## config.mk

```make
export PLATFORM = sky130hd
export DESIGN_NAME = cache_rd_arbiter_flat
export DESIGN_NICKNAME = d
export VERILOG_FILES = /design/src/rtl/cache_rd_arbiter_if.sv /design/src/rtl/cache_rd_arbiter.sv /design/src/flat_wrapper.sv
export SDC_FILE = /design/constraint.sdc
export NUM_CORES = 1
export LEC_CHECK = 0
export ABC_AREA = 1
export CAP_MARGIN = 25
export CORE_ASPECT_RATIO = 1.5
export CORE_MARGIN = 3
export CORE_UTILIZATION = 45
export CTS_CLUSTER_DIAMETER = 100
export DETAILED_ROUTE_END_ITERATION = 6
export DONT_BUFFER_PORTS = 1
export GPL_TIMING_DRIVEN = 1
export SETUP_SLACK_MARGIN = 0.02
export SLEW_MARGIN = 20
export SYNTH_ARGS = -nofsm -noshare
export SYNTH_HDL_FRONTEND = slang
export SYNTH_SLANG_ARGS = --single-unit
```

## constraint.sdc

```tcl
create_clock -name clk_g -period 2.95 [get_ports clk_g]
set_input_delay 0.885 -clock clk_g [delete_from_list [all_inputs] [get_ports clk_g]]
set_output_delay 0.885 -clock clk_g [all_outputs]
set_load 0.01 [all_outputs]
```

## src/rtl/cache_rd_arbiter_if.sv

```systemverilog
// Handshake bundles for the cache read arbiter: requester side (icache/dcache)
// and the AXI4 read address/data channels.

interface cache_rd_if;
   logic         ic_rd_req;
   logic         dc_rd_req;
   logic [31:0]  ic_rd_addr;
   logic [31:0]  dc_rd_addr;
   logic         ic_rd_uncache;
   logic         dc_rd_uncache;
   logic         ic_rd_rdy;
   logic         dc_rd_rdy;
   logic         ic_ret_valid;
   logic         dc_ret_valid;
   logic [127:0] ret_data;

   modport master (
      output ic_rd_req, dc_rd_req, ic_rd_addr, dc_rd_addr, ic_rd_uncache, dc_rd_uncache,
      input  ic_rd_rdy, dc_rd_rdy, ic_ret_valid, dc_ret_valid, ret_data
   );

   modport slave (
      input  ic_rd_req, dc_rd_req, ic_rd_addr, dc_rd_addr, ic_rd_uncache, dc_rd_uncache,
      output ic_rd_rdy, dc_rd_rdy, ic_ret_valid, dc_ret_valid, ret_data
   );
endinterface

interface axi_rd_if;
   logic [3:0]  arid;
   logic [31:0] araddr;
   logic [7:0]  arlen;
   logic [2:0]  arsize;
   logic [1:0]  arburst;
   logic        arvalid;
   logic        arready;
   logic [31:0] rdata;
   logic        rlast;
   logic        rvalid;
   logic        rready;

   modport master (
      output arid, araddr, arlen, arsize, arburst, arvalid, rready,
      input  arready, rdata, rlast, rvalid
   );

   modport slave (
      input  arid, araddr, arlen, arsize, arburst, arvalid, rready,
      output arready, rdata, rlast, rvalid
   );
endinterface

```

## src/rtl/cache_rd_arbiter.sv

```systemverilog
// Round-robin arbiter funnelling icache/dcache line and uncached reads onto one
// AXI4 read port, one transaction at a time, returning the assembled line.

module cache_rd_arbiter #(
   parameter int unsigned LINE_WORD_NUM = 4
) (
   input  logic       clk_g,
   input  logic       rst,
   cache_rd_if.slave  req,
   axi_rd_if.master   axi
);

   localparam int unsigned BEAT_W   = (LINE_WORD_NUM > 1) ? $clog2(LINE_WORD_NUM) : 1;
   localparam int unsigned IDX_W    = 7;
   localparam logic [BEAT_W-1:0] LAST_BEAT = BEAT_W'(LINE_WORD_NUM - 1);

   typedef enum logic [1:0] {
      S_IDLE,
      S_ADDR,
      S_DATA,
      S_DONE
   } state_t;

   state_t             state;
   logic               grant_dc;
   logic               last_dc;
   logic               uncache_q;
   logic [BEAT_W-1:0]  beat;

   logic               any_req_c;
   logic               pick_dc_c;
   logic               pick_unc_c;

   // dcache wins only when alone or when icache held the previous grant
   assign any_req_c  = req.ic_rd_req | req.dc_rd_req;
   assign pick_dc_c  = req.dc_rd_req & (~req.ic_rd_req | ~last_dc);
   assign pick_unc_c = pick_dc_c ? req.dc_rd_uncache : req.ic_rd_uncache;

   // Accept pulse follows the AR handshake in the same cycle
   assign req.ic_rd_rdy = axi.arvalid & axi.arready & ~grant_dc;
   assign req.dc_rd_rdy = axi.arvalid & axi.arready &  grant_dc;

   always_ff @(posedge clk_g) begin
      if (rst) begin
         state            <= S_IDLE;
         grant_dc         <= 1'b0;
         last_dc          <= 1'b1;
         uncache_q        <= 1'b0;
         beat             <= '0;
         axi.arid         <= '0;
         axi.araddr       <= '0;
         axi.arlen        <= '0;
         axi.arsize       <= '0;
         axi.arburst      <= '0;
         axi.arvalid      <= 1'b0;
         axi.rready       <= 1'b0;
         req.ic_ret_valid <= 1'b0;
         req.dc_ret_valid <= 1'b0;
         req.ret_data     <= '0;
      end else begin
         req.ic_ret_valid <= 1'b0;
         req.dc_ret_valid <= 1'b0;
         case (state)
            S_IDLE: begin
               if (any_req_c) begin
                  grant_dc     <= pick_dc_c;
                  last_dc      <= pick_dc_c;
                  uncache_q    <= pick_unc_c;
                  axi.arid     <= pick_dc_c ? 4'd1 : 4'd0;
                  axi.araddr   <= pick_dc_c ? req.dc_rd_addr : req.ic_rd_addr;
                  axi.arlen    <= pick_unc_c ? 8'd0 : 8'(LINE_WORD_NUM - 1);
                  axi.arsize   <= 3'b010;
                  axi.arburst  <= pick_unc_c ? 2'b00 : 2'b01;
                  axi.arvalid  <= 1'b1;
                  req.ret_data <= '0;
                  beat         <= '0;
                  state        <= S_ADDR;
               end
            end
            S_ADDR: begin
               if (axi.arready) begin
                  axi.arvalid <= 1'b0;
                  axi.rready  <= 1'b1;
                  state       <= S_DATA;
               end
            end
            S_DATA: begin
               if (axi.rvalid) begin
                  if (uncache_q) begin
                     req.ret_data[127:96] <= axi.rdata;
                  end else begin
                     req.ret_data[IDX_W'(beat) * IDX_W'(32) +: 32] <= axi.rdata;
                  end
                  if (beat != LAST_BEAT) begin
                     beat <= beat + 1'b1;
                  end
                  if (axi.rlast) begin
                     axi.rready       <= 1'b0;
                     req.ic_ret_valid <= ~grant_dc;
                     req.dc_ret_valid <=  grant_dc;
                     state            <= S_DONE;
                  end
               end
            end
            S_DONE: begin
               state <= S_IDLE;
            end
            default: begin
               state <= S_IDLE;
            end
         endcase
      end
   end

endmodule

```

## src/flat_wrapper.sv

```systemverilog
// flat-port wrapper written by rule: the top's interface ports become plain ports
module cache_rd_arbiter_flat 
#(
   parameter int unsigned LINE_WORD_NUM = 4
)
  (clk_g, rst, req_ic_rd_req, req_dc_rd_req, req_ic_rd_addr, req_dc_rd_addr, req_ic_rd_uncache, req_dc_rd_uncache, req_ic_rd_rdy, req_dc_rd_rdy, req_ic_ret_valid, req_dc_ret_valid, req_ret_data, axi_arid, axi_araddr, axi_arlen, axi_arsize, axi_arburst, axi_arvalid, axi_rready, axi_arready, axi_rdata, axi_rlast, axi_rvalid);
  cache_rd_if req_i ();
  axi_rd_if axi_i ();
  input  logic clk_g;
  input  logic rst;
  input wire logic [$bits(req_i.ic_rd_req)-1:0] req_ic_rd_req;
  input wire logic [$bits(req_i.dc_rd_req)-1:0] req_dc_rd_req;
  input wire logic [$bits(req_i.ic_rd_addr)-1:0] req_ic_rd_addr;
  input wire logic [$bits(req_i.dc_rd_addr)-1:0] req_dc_rd_addr;
  input wire logic [$bits(req_i.ic_rd_uncache)-1:0] req_ic_rd_uncache;
  input wire logic [$bits(req_i.dc_rd_uncache)-1:0] req_dc_rd_uncache;
  output wire logic [$bits(req_i.ic_rd_rdy)-1:0] req_ic_rd_rdy;
  output wire logic [$bits(req_i.dc_rd_rdy)-1:0] req_dc_rd_rdy;
  output wire logic [$bits(req_i.ic_ret_valid)-1:0] req_ic_ret_valid;
  output wire logic [$bits(req_i.dc_ret_valid)-1:0] req_dc_ret_valid;
  output wire logic [$bits(req_i.ret_data)-1:0] req_ret_data;
  output wire logic [$bits(axi_i.arid)-1:0] axi_arid;
  output wire logic [$bits(axi_i.araddr)-1:0] axi_araddr;
  output wire logic [$bits(axi_i.arlen)-1:0] axi_arlen;
  output wire logic [$bits(axi_i.arsize)-1:0] axi_arsize;
  output wire logic [$bits(axi_i.arburst)-1:0] axi_arburst;
  output wire logic [$bits(axi_i.arvalid)-1:0] axi_arvalid;
  output wire logic [$bits(axi_i.rready)-1:0] axi_rready;
  input wire logic [$bits(axi_i.arready)-1:0] axi_arready;
  input wire logic [$bits(axi_i.rdata)-1:0] axi_rdata;
  input wire logic [$bits(axi_i.rlast)-1:0] axi_rlast;
  input wire logic [$bits(axi_i.rvalid)-1:0] axi_rvalid;
  assign req_i.ic_rd_req = req_ic_rd_req;
  assign req_i.dc_rd_req = req_dc_rd_req;
  assign req_i.ic_rd_addr = req_ic_rd_addr;
  assign req_i.dc_rd_addr = req_dc_rd_addr;
  assign req_i.ic_rd_uncache = req_ic_rd_uncache;
  assign req_i.dc_rd_uncache = req_dc_rd_uncache;
  assign req_ic_rd_rdy = req_i.ic_rd_rdy;
  assign req_dc_rd_rdy = req_i.dc_rd_rdy;
  assign req_ic_ret_valid = req_i.ic_ret_valid;
  assign req_dc_ret_valid = req_i.dc_ret_valid;
  assign req_ret_data = req_i.ret_data;
  assign axi_arid = axi_i.arid;
  assign axi_araddr = axi_i.araddr;
  assign axi_arlen = axi_i.arlen;
  assign axi_arsize = axi_i.arsize;
  assign axi_arburst = axi_i.arburst;
  assign axi_arvalid = axi_i.arvalid;
  assign axi_rready = axi_i.rready;
  assign axi_i.arready = axi_arready;
  assign axi_i.rdata = axi_rdata;
  assign axi_i.rlast = axi_rlast;
  assign axi_i.rvalid = axi_rvalid;
  cache_rd_arbiter #(.LINE_WORD_NUM(LINE_WORD_NUM)) u_core (.clk_g(clk_g), .rst(rst), .req(req_i), .axi(axi_i));
endmodule
```

==> results of run 1 <==
-- path summary, 6_finish.rpt --
kind | start | end | slack, ns | depth (start not counted)
max | u_core.beat[0]$_SDFFE_PP0P_ | u_core.req.ret_data[12]$_SDFFE_PP0P_ | 0.62 | 9
min reg2reg | u_core.last_dc$_SDFFE_PP1P_ | u_core.last_dc$_SDFFE_PP1P_ | 0.48 | 2
max reg2reg | u_core.beat[0]$_SDFFE_PP0P_ | u_core.req.ret_data[12]$_SDFFE_PP0P_ | 0.62 | 9
min | u_core.last_dc$_SDFFE_PP1P_ | u_core.last_dc$_SDFFE_PP1P_ | 0.48 | 2
-- critical path, delay by kind of cell, from the launching register on --
kind	cells	cell delay, ns
simple gates	4	0.49
flops	1	0.32
buf+inv	4	1.06
fa+ha+maj	1	0.35
-- sequential cells by signal, summed over array words and instances, names as in the netlist --
name                     flops
u_core.state                 2
u_core.axi.arvalid           1
u_core.req.dc_ret_valid      1
u_core.axi.arid              1
u_core.beat                  2
u_core.uncache_q             1
u_core.axi.arsize            1
u_core.last_dc               1
u_core.axi.araddr           32
u_core.axi.rready            1
u_core.axi.arlen             1
u_core.req.ic_ret_valid      1
u_core.req.ret_data        128
-- layer usage --
metal  wire length [um]  track usage (%)  vias up
met5                  0                0        -
met1              10100             28.9     3533
li1                   -                -     4012
met2              12500             40.9      335
met4               1350             13.3        0
met3               2110             7.49       56
-- Yosys cell counts (8+ instances only) --
library cell / instances / area [um^2]
sky130_fd_sc_hd__a21oi_1: 88 / 440
sky130_fd_sc_hd__nand3_1: 95 / 475
sky130_fd_sc_hd__inv_1: 102 / 383
sky130_fd_sc_hd__nand4_1: 22 / 138
sky130_fd_sc_hd__nor2_1: 211 / 792
sky130_fd_sc_hd__buf_2: 29 / 145
sky130_fd_sc_hd__a31oi_1: 33 / 206
sky130_fd_sc_hd__buf_4: 21 / 158
sky130_fd_sc_hd__nand2_1: 405 / 1520
sky130_fd_sc_hd__clkbuf_1: 50 / 188
sky130_fd_sc_hd__dfxtp_1: 173 / 3460
sky130_fd_sc_hd__o21ai_0: 47 / 235
sky130_fd_sc_hd__ha_1: 8 / 100
-- through the flow --
step	utilization, %	std cells	worst slack, ns	hold slack [ns]
2_1_floorplan	-	1329	0.881	0.429
5_1_grt	49.9	1523	0.391	0.508
3_3_place_gp	46.7	1491	0.611	0.468
6_report	49.9	1523	0.621	0.480
3_5_place_dp	46.7	1491	0.582	0.468
4_1_cts	49.9	1523	0.589	0.485
-- cells in the final DEF, fill, tap and decap left out --
master / synthesis / routed
sky130_fd_sc_hd__nand2_1: 405 / 404
sky130_fd_sc_hd__nor2_1: 211 / 210
sky130_fd_sc_hd__dfxtp_1: 173 / 173
sky130_fd_sc_hd__inv_1: 102 / 102
sky130_fd_sc_hd__nand3_1: 95 / 95
sky130_fd_sc_hd__a21oi_1: 88 / 88
sky130_fd_sc_hd__o21ai_0: 47 / 47
sky130_fd_sc_hd__a31oi_1: 33 / 33
sky130_fd_sc_hd__nand4_1: 22 / 22
sky130_fd_sc_hd__clkbuf_16: 0 / 17
sky130_fd_sc_hd__buf_4: 21 / 15
sky130_fd_sc_hd__conb_1: 1 / 12
sky130_fd_sc_hd__ha_1: 8 / 8
sky130_fd_sc_hd__clkinvlp_4: 0 / 5
sky130_fd_sc_hd__inv_2: 4 / 4
sky130_fd_sc_hd__nor3_1: 4 / 4
sky130_fd_sc_hd__nor2_2: 4 / 4
sky130_fd_sc_hd__nand2_2: 2 / 3
sky130_fd_sc_hd__clkbuf_1: 50 / 3
sky130_fd_sc_hd__inv_6: 0 / 3
sky130_fd_sc_hd__buf_12: 0 / 3
sky130_fd_sc_hd__nand2_4: 2 / 2
sky130_fd_sc_hd__nor2_4: 1 / 2
sky130_fd_sc_hd__or2_1: 2 / 2
sky130_fd_sc_hd__clkinv_1: 3 / 2
sky130_fd_sc_hd__o21ai_1: 2 / 2
sky130_fd_sc_hd__nor4_1: 2 / 2
sky130_fd_sc_hd__bufinv_16: 0 / 2
sky130_fd_sc_hd__a21oi_2: 1 / 1
sky130_fd_sc_hd__inv_4: 0 / 1
sky130_fd_sc_hd__nor2_8: 1 / 1
sky130_fd_sc_hd__nand3_2: 1 / 1
sky130_fd_sc_hd__clkbuf_8: 0 / 1
sky130_fd_sc_hd__clkinv_4: 0 / 1
-- power breakdown --
group          switching (mW)  internal (mW)  total [mW]
clock                   0.970           1.28        2.25
combinational            3.32           1.61        4.93
sequential               1.27           3.37        4.64
-- final cells by class --
type                    count  area, um^2
fillers                  1907        9100
multi-input cells         943        4130
flip-flops and latches    173        3460
clock buffers              21         450
inverters                 109         412
well taps                 248         310
repair buffers             18         173
clock inverters            11         133
-- cell families after synthesis --
logic type | count (synthesis) | share of synthesized area (%)
and+or+nand+nor | 752 | 36.3
AOI/OAI and AO/OA | 171 | 10.6
DFF | 173 | 40.9
buffers and inverters | 213 | 10.9
adders and majority gates | 8 | 1.18
other | 1 | 0.0443
==> summary.log, run 1 <==
qor: clock_tree.ctsResizeCount 0
qor: grt.antenna_found_initial 0
qor: setup_path.critical_path_peak_fanout 43
qor: power_and_ir_drop.power_density 1300 nW/um^2
qor: clock_tree.insertion_delay 0.43 ns
qor: synth.cells_after_synthesis 1318
qor: sta.total_count_of_max_transition_violations_in_the_final_report 0
qor: synth.post_synth_instance_area 8460 um^2
qor: routing.drc 0
qor: power_and_ir_drop.design_power_total 11.8 mW
qor: synth.syn-mean-instance-area 6.42 um^2
qor: clock_tree.clkTransAtPathRegs 0.07 ns
qor: sta.fmax 429 MHz
qor: grt.gr-total-overflow 0
qor: setup_path.worst_path_max_delay_cell sky130_fd_sc_hd__buf_4
qor: setup_path.worst_setup_path_end_kind flip-flop
qor: synth.postSynth.topFlopCell sky130_fd_sc_hd__dfxtp_1
qor: power_and_ir_drop.total_leakage_power 4.17 nW
qor: routing.routed-via-count 7936
qor: die.floorplan.io_pins 288
qor: clock_tree.cts_setup_buffers 0
qor: setup_path.arrival 2.65 ns
qor: placement.placed_cell_area 8490 um^2
qor: layout.antenna-diode-count 0
qor: setup_path.cp.required 3.27 ns
qor: die.floorplan.initialDensity 46.6%
qor: routing.drt_pre_antenna_iters 5
qor: sta.final_period_minus_worst_setup_slack 2.33 ns
qor: routing.routed_wire_length_per_instance 17.1 um
qor: sta.share_of_the_clock_period_used_by_the_worst_path 79.0%
qor: sta.fin_worst_skew 0.0139 ns
qor: routing.route.antenna.remaining_nets 0
qor: die.fp.dieW 118 um
qor: grt.first_global_vias 7221
qor: layout.finish.instance_area 9070 um^2
qor: setup_path.critical_path_cell_by_cell inv_2 > ha_1 > inv_2 > nand2_1 > buf_4 > nand3_1 > buf_4 > nor2_1 > nor2_1
qor: routing.wl 26.1 mm
qor: synth.yosys_register_bits 173
qor: clock_tree.cts.root.buffer_cell sky130_fd_sc_hd__clkbuf_16
qor: die.floorplan.core_area 18200 um^2
qor: clock_tree.holdBufCountCts 0
qor: synth.yosysSeqAreaShare 40.9%
qor: synth.count_of_flip_flops_with_a_built_in_enable_after_synthesis 0
qor: sta.timing_hold_violations_final 0
qor: placement.place_hpwl 19.3 mm
qor: layout.final_nets 1375
qor: power_and_ir_drop.vdd_ir_drop_max 598 uV
qor: synth.synthDistinctLibCells 29
qor: clock_tree.cts_htree_levels 4
qor: clock_tree.cts_made_buffers 17
qor: die.chipHeight 174 um
qor: layout.drive_above_1_share 5.18%
qor: clock_tree.cts_tree built
qor: routing.number_of_vias_per_cell_after_detailed_routing 5.21
qor: routing.initialDrtViolationCount 650
qor: setup_path.worst-setup-path-type reg2reg
qor: synth.asyncSetResetFlopFracSynth 0%
qor: clock_tree.max-clock-path-buffers 2
qor: run_status.status finished, final reports clean
qor: sta.setup_viol 0
qor: placement.buffer_ports.inserted 0
qor: setup_path.critical-path-max-stage-delay 0.40 ns
qor: sta.timing.max_slew.rel_slack 53.6%
qor: layout.flow.area_growth_from_synthesis 7.17%
qor: setup_path.crit_path_start_kind flip-flop
qor: clock_tree.cts.sink_count 173
qor: worst_hold_path.min-delay-path-class reg2reg
qor: run.max_cap_viol_count 0
qor: sta.tns 0 ns
qor: die.fp.dieArea 20500 um^2
qor: placement.gp_routability_congestion 0.949
qor: grt.grt_max_degree 127
qor: sta.worst_pin_slew 0.696 ns
qor: sta.rsz0062_at_grt no
qor: grt.global_route_wire_length_before_repair 40.7 mm
qor: grt.gr-usage-all-layers 24.8%
qor: synth.yosysWarnings 0
qor: die.rows 60
No activity file was read; power rests on OpenSTA's default activity.
==> run 2, diff against run 1 <==
==> constraint.sdc (replaced) <==
create_clock -name clk_g -period 2.1 [get_ports clk_g]
set_input_delay 0.63 -clock clk_g [delete_from_list [all_inputs] [get_ports clk_g]]
set_output_delay 0.63 -clock clk_g [all_outputs]
set_load 0.01 [all_outputs]
==> run 2 against run 1 <==
Critical path depth is 7 lower. Global-route usage is 0.27 points lower. Final cell count is 1.1% higher. Highest routed layer unchanged.
==> summary.log, run 2 (same netlist as run 1, synthesis figures left out) <==
qor: setup_path.worst-r2r-cell-count 9 [unchanged]
qor: power_and_ir_drop.vdd_ir_drop_max 1080 uV [+81%]
qor: die.fp.dieW 118 um [unchanged]
qor: sta.rsz0062_at_grt no
qor: setup_path.arrival 1.33 ns [-1.32 ns]
qor: layout.finish.instance_area 9340 um^2 [+3.0%]
qor: placement.buffer_ports.inserted 0 [unchanged]
qor: sta.timing.max_slew.rel_slack 54.0% [+0.39 points]
qor: sta.share_of_the_clock_period_used_by_the_worst_path 93.3%
qor: clock_tree.cts.root.buffer_cell sky130_fd_sc_hd__clkbuf_16
qor: routing.number_of_vias_per_cell_after_detailed_routing 5.14 [-1.3%]
qor: layout.postLayoutCoreUtil 51.4% [+1.5 points]
qor: power_and_ir_drop.seq_power_share 37.8% [-1.4 points]
qor: die.floorplan.io_pins 288 [unchanged]
qor: layout.top_regs u_core.req.ret_data (128), u_core.axi.araddr (32)
qor: clock_tree.max-clock-path-buffers 2 [unchanged]
qor: clock_tree.cts_made_buffers 17 [unchanged]
qor: grt.global_route_wire_length_before_repair 40.0 mm [-1.7%]
qor: grt.first_global_vias 7182 [-0.54%]
qor: power_and_ir_drop.power.combinational.fraction 43.7% [+2.0 points]
qor: grt.gr-usage-all-layers 24.5% [-0.27 points]
qor: sta.fmax 510 MHz
qor: layout.layout_commonest_cell sky130_fd_sc_hd__nand2_1
qor: run_status.status finished, final reports clean
qor: sta.final_period_minus_worst_setup_slack 1.96 ns
qor: setup_path.worst_setup_path_end_kind output pin
qor: placement.place_hpwl 19.4 mm [+0.77%]
qor: clock_tree.clkTransAtPathRegs 0.07 ns [about the same]
qor: grt.antenna_found_initial 0 [unchanged]
qor: placement.dp_slack 0.0851 ns [-0.497 ns]
qor: run.max_cap_viol_count 0 [unchanged]
qor: routing.route.antenna.remaining_nets 0 [unchanged]
qor: placement.gp_routability_congestion 0.978 [+3.1%]
qor: power_and_ir_drop.netSwitchingFraction 46.2% [-0.86 points]
qor: layout.largest-register u_core.req.ret_data
qor: setup_path.cp.required 1.47 ns [-1.80 ns]
qor: routing.drt_pre_antenna_iters 5 [unchanged]
qor: layout.layout.cells.most_common_list 404 x sky130_fd_sc_hd__nand2_1, 210 x sky130_fd_sc_hd__nor2_1, 173 x sky130_fd_sc_hd__dfxtp_1
qor: layout.flow.area_growth_from_synthesis 10.3%
qor: routing.drc 0 [unchanged]
qor: layout.drive_above_1_share 6.81% [+1.6 points]
qor: layout.largest_reg_flops 128 [unchanged]
qor: sta.whs 0.268 ns [-0.212 ns]
qor: power_and_ir_drop.internal_power 9.21 mW [+47%]
qor: sta.worst_pin_slew 0.689 ns [-0.00679 ns]
qor: clock_tree.cts.sink_count 173 [unchanged]
qor: power_and_ir_drop.clockPowerShare 18.5% [-0.5 points]
qor: die.chipHeight 174 um [unchanged]
qor: sta.setup_ws 0.141 ns [-0.480 ns]
qor: sta.total_count_of_max_transition_violations_in_the_final_report 0 [unchanged]
qor: die.fp.dieArea 20500 um^2 [unchanged]
qor: die.floorplan.core_area 18200 um^2 [unchanged]
qor: routing.routed_wire_length_per_instance 17.0 um [-1.1%]
qor: power_and_ir_drop.total_leakage_power 4.30 nW [+3.3%]
qor: worst_hold_path.min-delay-path-class in2reg
qor: layout.antenna-diode-count 0 [unchanged]
qor: setup_path.worst-setup-path-type reg2out
qor: setup_path.crit_path_start_kind flip-flop
qor: sta.timing_hold_violations_final 0 [unchanged]
qor: layout.final.fill_count 1917 [+0.52%]
qor: die.floorplan.initialDensity 46.6% [unchanged]
qor: placement.placed_cell_area 8690 um^2 [+2.4%]
qor: routing.routed-via-count 7923 [-0.16%]
qor: grt.gr-total-overflow 0 [unchanged]
qor: power_and_ir_drop.power.switching 7.91 mW [+42%]
qor: clock_tree.cts_htree_levels 4 [unchanged]
qor: die.rows 60 [unchanged]
qor: worst_hold_path.hold_depth 1 [-1]
qor: clock_tree.cts_tree built
qor: setup_path.critical_path_peak_fanout 3 [-93%]
qor: sta.tns 0 ns [unchanged]
qor: clock_tree.insertion_delay 0.43 ns [about the same]
qor: sta.fin_worst_skew 0.0128 ns [-0.00112 ns]
qor: layout.final_nets 1392 [+1.2%]
qor: routing.initialDrtViolationCount 682 [+4.9%]
qor: power_and_ir_drop.power_density 1830 nW/um^2 [+41%]
qor: sta.setup_viol 0 [unchanged]
qor: grt.grt_max_degree 79 [-38%]
qor: routing.wl 26.1 mm [about the same]
## run 2: cell count changes in the layout (fill, tap and decap cells not counted), sizes merged
cell / delta
clkinv: +4
buf: +16
inv: -1
clkinvlp: -2
## run 2: final cells by class
cell class / count / area (um^2) / area share (%)
clock buffers: 20 / 457 / 4.89
clock inverters: 12 / 134 / 1.43
inverters: 109 / 415 / 4.45
multi-input cells: 943 / 4140 / 44.4
flip-flops and latches: 173 / 3460 / 37.1
well taps: 248 / 310 / 3.32
repair buffers: 35 / 413 / 4.42
## run 2: worst max-delay path, stage by stage, from the launching register on
cell,delay [ns]
sky130_fd_sc_hd__dfxtp_1,0.41
sky130_fd_sc_hd__inv_1,0.11
sky130_fd_sc_hd__nor3_1,0.39
## run 2: routing by layer
metal	part of all wire, %	wire length (um)	vias up	GRT usage [%]
met1	38	10000	3503	28.0
met3	8.4	2200	45	8.20
li1	-	-	4058	-
met5	0	0	-	0
met2	49	12800	317	41.2
met4	4.4	1140	0	11.7
## run 2: path summary, 6_finish.rpt
check / startpoint / to / slack [ns]
worst max register to register: u_core.beat[1]$_SDFFE_PP0P_ / u_core.req.ret_data[51]$_SDFFE_PP0P_ / 0.20
worst max-delay path: u_core.axi.arvalid$_SDFFE_PP0P_ / req_ic_rd_rdy / 0.14
worst min register to register: u_core.req.ret_data[90]$_SDFFE_PP0P_ / u_core.req.ret_data[90]$_SDFFE_PP0P_ / 0.51
worst min-delay path: rst / u_core.req.ret_data[90]$_SDFFE_PP0P_ / 0.27
## run 2: repair_timing
item	4_1_cts	5_1_grt
setup endpoints to repair	0	43
hold buffers	0	0
buffers inserted	0	1
hold endpoints to repair	0	0
resized for setup	0	4
## run 2: power groups by stage
stage	combinational, mW	clock (mW)	sequential, mW
2_1_floorplan	5.91	0	6.10
4_1_cts	7.34	3.25	6.53
5_1_grt	8.61	3.39	6.65
3_3_place_gp	7.16	0	6.60
3_5_place_dp	7.31	0	6.59
6_report	7.47	3.17	6.48
## run 2: through the flow
step | instances | total power [mW]
after floorplan | 1329 | 12.0
after global placement | 1505 | 13.8
after detailed placement | 1506 | 13.9
after CTS | 1538 | 17.1
after global routing | 1540 | 18.6
final | 1540 | 17.1
